### config.mk
export PLATFORM = sky130hd
export DESIGN_NAME = rom_load_ctrl
export DESIGN_NICKNAME = d
export VERILOG_FILES = /design/src/rtl/rom_load_pkg.sv /design/src/rtl/rom_load_ctrl_tail_timer.sv /design/src/rtl/rom_load_ctrl.sv
export SDC_FILE = /design/constraint.sdc
export NUM_CORES = 1
export LEC_CHECK = 0
export ABC_AREA = 1
export CAP_MARGIN = 20
export CORE_MARGIN = 10
export CORE_UTILIZATION = 39
export DETAILED_ROUTE_END_ITERATION = 6
export PLACE_DENSITY = 0.65
export SLEW_MARGIN = 15
export SYNTH_ARGS = -nofsm -noshare
export SYNTH_HDL_FRONTEND = slang
export SYNTH_SLANG_ARGS = --single-unit
### constraint.sdc
create_clock -name i_clk_sys -period 2.9 [get_ports i_clk_sys]
set_input_delay 0.435 -clock i_clk_sys [delete_from_list [all_inputs] [get_ports i_clk_sys]]
set_output_delay 0.435 -clock i_clk_sys [all_outputs]
set_load 0.005 [all_outputs]
### src/rtl/rom_load_pkg.sv
// rtl/rom_load_pkg.sv - shared state encoding and default constants for the ROM loader
package rom_load_pkg;

    typedef enum logic [2:0] {
        ST_NOROM = 3'd0,
        ST_LOAD  = 3'd1,
        ST_TAIL  = 3'd2,
        ST_RUN   = 3'd3,
        ST_ERR   = 3'd4
    } state_t;

    localparam logic [16:0] DEF_ROM_BYTES   = 17'h10000;
    localparam int          DEF_TAIL_CYCLES = 1024;
    localparam logic [7:0]  DEF_ROM_INDEX   = 8'd0;
    localparam logic [7:0]  DEF_MOD_INDEX   = 8'd1;
    localparam logic [7:0]  DEF_DIP_INDEX   = 8'd254;

    // Width of a down-counter that must hold cycles-1.
    function automatic int timer_width(input int cycles);
        return (cycles <= 2) ? 1 : $clog2(cycles);
    endfunction

endpackage

### src/rtl/rom_load_ctrl_tail_timer.sv
// rtl/rom_load_ctrl_tail_timer.sv - loadable down-counter with zero flag for the reset tail
module tail_timer #(
    parameter int W = 10
) (
    input  logic         i_clk,
    input  logic         i_rst,
    input  logic         i_load,
    input  logic [W-1:0] i_load_val,
    input  logic         i_en,
    output logic         o_zero
);

    logic [W-1:0] r_cnt;

    always_ff @(posedge i_clk or posedge i_rst) begin
        if (i_rst) begin
            r_cnt <= '0;
        end else if (i_load) begin
            r_cnt <= i_load_val;
        end else if (i_en && (r_cnt != '0)) begin
            r_cnt <= r_cnt - W'(1);
        end
    end

    assign o_zero = (r_cnt == '0);

endmodule

### src/rtl/rom_load_ctrl.sv
// rtl/rom_load_ctrl.sv - HPS ioctl download sequencer: ROM write-through, DIP/mod capture, core reset
module rom_load_ctrl
    import rom_load_pkg::*;
#(
    parameter logic [16:0] ROM_BYTES   = DEF_ROM_BYTES,
    parameter int          TAIL_CYCLES = DEF_TAIL_CYCLES,
    parameter logic [7:0]  ROM_INDEX   = DEF_ROM_INDEX,
    parameter logic [7:0]  MOD_INDEX   = DEF_MOD_INDEX,
    parameter logic [7:0]  DIP_INDEX   = DEF_DIP_INDEX
) (
    input  logic        i_clk_sys,
    input  logic        i_reset,
    input  logic        i_ioctl_download,
    input  logic        i_ioctl_wr,
    input  logic [24:0] i_ioctl_addr,
    input  logic [7:0]  i_ioctl_dout,
    input  logic [7:0]  i_ioctl_index,
    input  logic        i_user_reset,
    output logic        o_rom_we,
    output logic [16:0] o_rom_addr,
    output logic [7:0]  o_rom_data,
    output logic [7:0]  o_sw0,
    output logic [7:0]  o_sw1,
    output logic [7:0]  o_sw2,
    output logic [7:0]  o_mod,
    output logic        o_core_reset,
    output logic        o_rom_ready,
    output logic        o_size_err
);

    localparam int          TW        = timer_width(TAIL_CYCLES);
    localparam logic [TW-1:0] TAIL_LOAD = TW'(TAIL_CYCLES - 1);

    state_t      r_state;
    state_t      w_state_nxt;
    logic        r_xfer_d;
    logic [16:0] r_cnt;
    logic        r_ovf;
    logic        r_size_err;
    logic        r_core_reset;
    logic        r_rom_ready;
    logic        r_rom_we;
    logic [16:0] r_rom_addr;
    logic [7:0]  r_rom_data;
    logic [7:0]  r_sw0;
    logic [7:0]  r_sw1;
    logic [7:0]  r_sw2;
    logic [7:0]  r_mod;

    logic w_xfer;
    logic w_start;
    logic w_wr;
    logic w_rom_wr;
    logic w_rom_acc;
    logic w_dip_wr;
    logic w_mod_wr;
    logic w_tail_load;
    logic w_tail_zero;

    assign w_xfer    = i_ioctl_download && (i_ioctl_index == ROM_INDEX);
    assign w_start   = w_xfer && !r_xfer_d;
    assign w_wr      = i_ioctl_download && i_ioctl_wr;
    assign w_rom_wr  = w_wr && w_xfer && (r_state == ST_LOAD);
    assign w_rom_acc = w_rom_wr && (i_ioctl_addr < 25'(ROM_BYTES));
    assign w_dip_wr  = w_wr && (i_ioctl_index == DIP_INDEX) &&
                       (i_ioctl_addr[24:2] == '0) && (i_ioctl_addr[1:0] != 2'd3);
    assign w_mod_wr  = w_wr && (i_ioctl_index == MOD_INDEX);

    tail_timer #(
        .W (TW)
    ) u_tail_timer (
        .i_clk      (i_clk_sys),
        .i_rst      (i_reset),
        .i_load     (w_tail_load),
        .i_load_val (TAIL_LOAD),
        .i_en       (r_state == ST_TAIL),
        .o_zero     (w_tail_zero)
    );

    always_comb begin
        w_state_nxt = r_state;
        w_tail_load = 1'b0;
        if (w_start) begin
            w_state_nxt = ST_LOAD;
        end else begin
            case (r_state)
                ST_LOAD: begin
                    if (!w_xfer) begin
                        if ((r_cnt == ROM_BYTES) && !r_ovf) begin
                            w_state_nxt = ST_TAIL;
                            w_tail_load = 1'b1;
                        end else begin
                            w_state_nxt = ST_ERR;
                        end
                    end
                end
                ST_TAIL: begin
                    if (i_user_reset) begin
                        w_tail_load = 1'b1;
                    end else if (w_tail_zero) begin
                        w_state_nxt = ST_RUN;
                    end
                end
                ST_RUN: begin
                    if (i_user_reset) begin
                        w_state_nxt = ST_TAIL;
                        w_tail_load = 1'b1;
                    end
                end
                default: ;
            endcase
        end
    end

    always_ff @(posedge i_clk_sys or posedge i_reset) begin
        if (i_reset) begin
            r_state      <= ST_NOROM;
            // Held high so a transfer still active across reset is not seen as a new start.
            r_xfer_d     <= 1'b1;
            r_cnt        <= '0;
            r_ovf        <= 1'b0;
            r_size_err   <= 1'b0;
            r_core_reset <= 1'b1;
            r_rom_ready  <= 1'b0;
            r_rom_we     <= 1'b0;
            r_rom_addr   <= '0;
            r_rom_data   <= '0;
            r_sw0        <= '0;
            r_sw1        <= '0;
            r_sw2        <= '0;
            r_mod        <= '0;
        end else begin
            r_state      <= w_state_nxt;
            r_xfer_d     <= w_xfer;
            r_core_reset <= (w_state_nxt != ST_RUN);
            r_rom_ready  <= (w_state_nxt == ST_RUN);
            r_rom_we     <= w_rom_acc;

            if (w_start) begin
                r_cnt      <= '0;
                r_ovf      <= 1'b0;
                r_size_err <= 1'b0;
            end else begin
                if (w_rom_acc && (r_cnt != ROM_BYTES)) begin
                    r_cnt <= r_cnt + 17'd1;
                end
                if (w_rom_wr && !w_rom_acc) begin
                    r_ovf <= 1'b1;
                end
                if ((r_state == ST_LOAD) && (w_state_nxt == ST_ERR)) begin
                    r_size_err <= 1'b1;
                end
            end

            if (w_rom_acc) begin
                r_rom_addr <= i_ioctl_addr[16:0];
                r_rom_data <= i_ioctl_dout;
            end

            if (w_dip_wr) begin
                case (i_ioctl_addr[1:0])
                    2'd0:    r_sw0 <= i_ioctl_dout;
                    2'd1:    r_sw1 <= i_ioctl_dout;
                    default: r_sw2 <= i_ioctl_dout;
                endcase
            end

            if (w_mod_wr) begin
                r_mod <= i_ioctl_dout;
            end
        end
    end

    assign o_rom_we     = r_rom_we;
    assign o_rom_addr   = r_rom_addr;
    assign o_rom_data   = r_rom_data;
    assign o_sw0        = r_sw0;
    assign o_sw1        = r_sw1;
    assign o_sw2        = r_sw2;
    assign o_mod        = r_mod;
    assign o_core_reset = r_core_reset;
    assign o_rom_ready  = r_rom_ready;
    assign o_size_err   = r_size_err;

endmodule

==> results.json <==
{
  "tns_ns": 0,
  "wl_per_cell_um": 15.2,
  "grt_max_degree": 44,
  "antenna_left": 0,
  "critPathMaxFanout": 19,
  "clkTransAtPathRegs_ns": 0.07,
  "maxCapViolations": 0,
  "ctsHoldBuffers": 0,
  "chipWidth_um": 130,
  "fp.dieH_um": 130,
  "hp-class": "in2async",
  "path_class": "in2reg",
  "ys_seq_area_frac": 0.492,
  "layout-drive-gt1-share": 0.0635,
  "finClkSkew_ns": 0.00900,
  "cp.required_ns": 3.13,
  "grt_pass1_vias": 4195,
  "vias": 4295,
  "fin_crit_ns": 2.00,
  "synth_cell_types": 35,
  "rows": 40,
  "cts_tree": "done",
  "yosys_warnings": 0,
  "synth_top_family_by_area": "simple AND/OR/NAND/NOR gates",
  "drt_iter0_drc": 534,
  "layout_common_cells": "nand2_1, clkdlybuf4s50_1, dfrtp_1",
  "status": "finished, final reports clean",
  "synth_xor_area_frac": 0.0130,
  "firstDrtPassIters": 5,
  "cts_setup_buffers": 0,
  "syn_area_um2": 4730,
  "antenna_found_initial": 0,
  "wl_mm": 13.0,
  "synth_nets": 652,
  "postSynthCellCount": 602,
  "grt_usage": 0.157,
  "nNetsFinal": 754,
  "dpl_cell_area_um2": 5900,
  "power_density_nw_per_um2": 455,
  "area_delta_synth_final_pct": 30.9,
  "hold_viol_final": 0,
  "start_util": 0.396,
  "grt_overflow_total": 0,
  "synth-compound-area-share": 0.0492,
  "design_area_um2": 6190,
  "min_period_over_period": 0.690,
  "place_congestion": 0.843,
  "ff2ff_setup_slack_ns": 1.01,
  "synth-simple-area-share": 0.360,
  "portBuffers": 106,
  "relSlewSlack": 0.626,
  "p_leak_nw": 2.93,
  "whs_ns": 0.449,
  "utilization": 0.518,
  "synth-seq-cells": 93,
  "ctsResizeCount": 0,
  "cts.sinks": 93,
  "fmax_mhz": 499,
  "dpl.hpwl_mm": 9.91,
  "irDropWorstVdd_mv": 0.291,
  "maxSlewViolCount": 0,
  "htreeDepth": 3,
  "io_pins": 107,
  "yosys.area_share.adder": 0.0106,
  "cts_max_path_buffers": 2,
  "rsz0062_at_grt": "no",
  "cp-start-kind": "primary input",
  "critPathArrivalTime_ns": 2.24,
  "cts_buffers": 9,
  "clock_latency_ns": 0.35,
  "antenna_cells": 0,
  "grt_pass1_wl_mm": 21.2,
  "setup_viol_count_final": 0,
  "cts_root_buf": "clkbuf_16",
  "synthMuxAreaShare": 0,
  "end_kind": "flop",
  "via_per_inst": 5.02,
  "die-area_um2": 16900,
  "design.core.area_um2": 12000,
  "route.detailed.drc": 0,
  "final_common_cell": "nand2_1",
  "syn_area_per_cell_um2": 7.86,
  "tightest_slew_ns": 0.561
}
## metal layers
metal | up-vias | global-route usage | share of wire
met3 | 13 | 0.0426 | 0.072
li1 | 2165 | - | -
met2 | 98 | 0.262 | 0.48
met5 | - | 0 | 0
met1 | 2019 | 0.193 | 0.44
met4 | 0 | 0.0509 | 0.015
## path summary, 6_finish.rpt
check	start	endpoint	cells after the start
worst min register to register	o_sw0[4]$_DFFE_PP0P_	o_sw0[4]$_DFFE_PP0P_	2
worst max-delay path	i_ioctl_addr[0]	o_sw1[2]$_DFFE_PP0P_	8
worst max register to register	r_cnt[0]$_DFFE_PP0P_	r_cnt[14]$_DFFE_PP0P_	8
max in group asynchronous	i_reset	o_core_reset$_DFF_PP1_	3
min in group i_clk_sys	o_sw0[4]$_DFFE_PP0P_	o_sw0[4]$_DFFE_PP0P_	2
worst min-delay path	i_reset	r_cnt[7]$_DFFE_PP0P_	2
## area by class of cell
| class | instances | area [um2] |
|---|---|---|
| Inverter | 60 | 229 |
| Clock buffer | 14 | 284 |
| Timing Repair Buffer | 110 | 1100 |
| Clock inverter | 2 | 13.8 |
| Sequential cell | 93 | 2330 |
| Fill cell | 1131 | 5770 |
| Tap cell | 147 | 184 |
| Multi-Input combinational cell | 430 | 2050 |
## worst max-delay path, cell delays in order
cell and delay, ns:
clkdlybuf4s50_1 0.64, nand2_1 0.15, nor3b_2 0.20, nand3_2 0.14, nor2_8 0.27, nand3_2 0.22
nand2_1 0.12, nand2_1 0.05
## through the flow
stage / power (mW) / setup WS [ns] / cells
after floorplan: 1.53 / 0.0480 / 602
after global placement: 1.65 / 0.539 / 840
after detailed placement: 1.66 / 0.537 / 840
after CTS: 2.85 / 0.894 / 856
after global routing: 2.94 / 0.707 / 856
final: 2.82 / 0.898 / 856
## power breakdown
group          internal, mW  switching (mW)
logic                 0.114           0.175
clock network         0.678           0.502
registers              1.33          0.0226
## cells by family (layout without fill, tap and decap cells)
logic type	after synthesis	after routing
compound gates	46	46
xor+xnor	7	7
fa+ha+maj	4	4
buf+inv	79	186
flops	93	93
simple gates	373	373
## synth_stat cells (all sizes together)
cell / number / share of area
nor2: 66 / 0.060
dfstp: 2 / 0.011
buf: 12 / 0.021
o21ai: 44 / 0.047
nand2: 192 / 0.16
xor2: 5 / 0.0093
ha: 4 / 0.011
nand3b: 2 / 0.0032
clkbuf: 7 / 0.0056
a21oi: 1 / 0.0011
or2: 1 / 0.0013
nand3: 58 / 0.066
nor3b: 1 / 0.0026
nand4: 44 / 0.058
or3: 1 / 0.0013
and2: 1 / 0.0013
xnor2: 2 / 0.0037
o21a: 1 / 0.0016
clkinv: 2 / 0.0016
inv: 58 / 0.047
nor3: 7 / 0.011
dfrtp: 91 / 0.48
## flip-flops by register name, indices dropped and copies added (netlist names), 3 cells and up
signal              cells
o_mod                   8
o_rom_addr             17
o_rom_data              8
o_sw0                   8
o_sw1                   8
o_sw2                   8
r_cnt                  17
r_state                 3
u_tail_timer.r_cnt     10
Note: power is estimated with default switching activity, not from simulation.
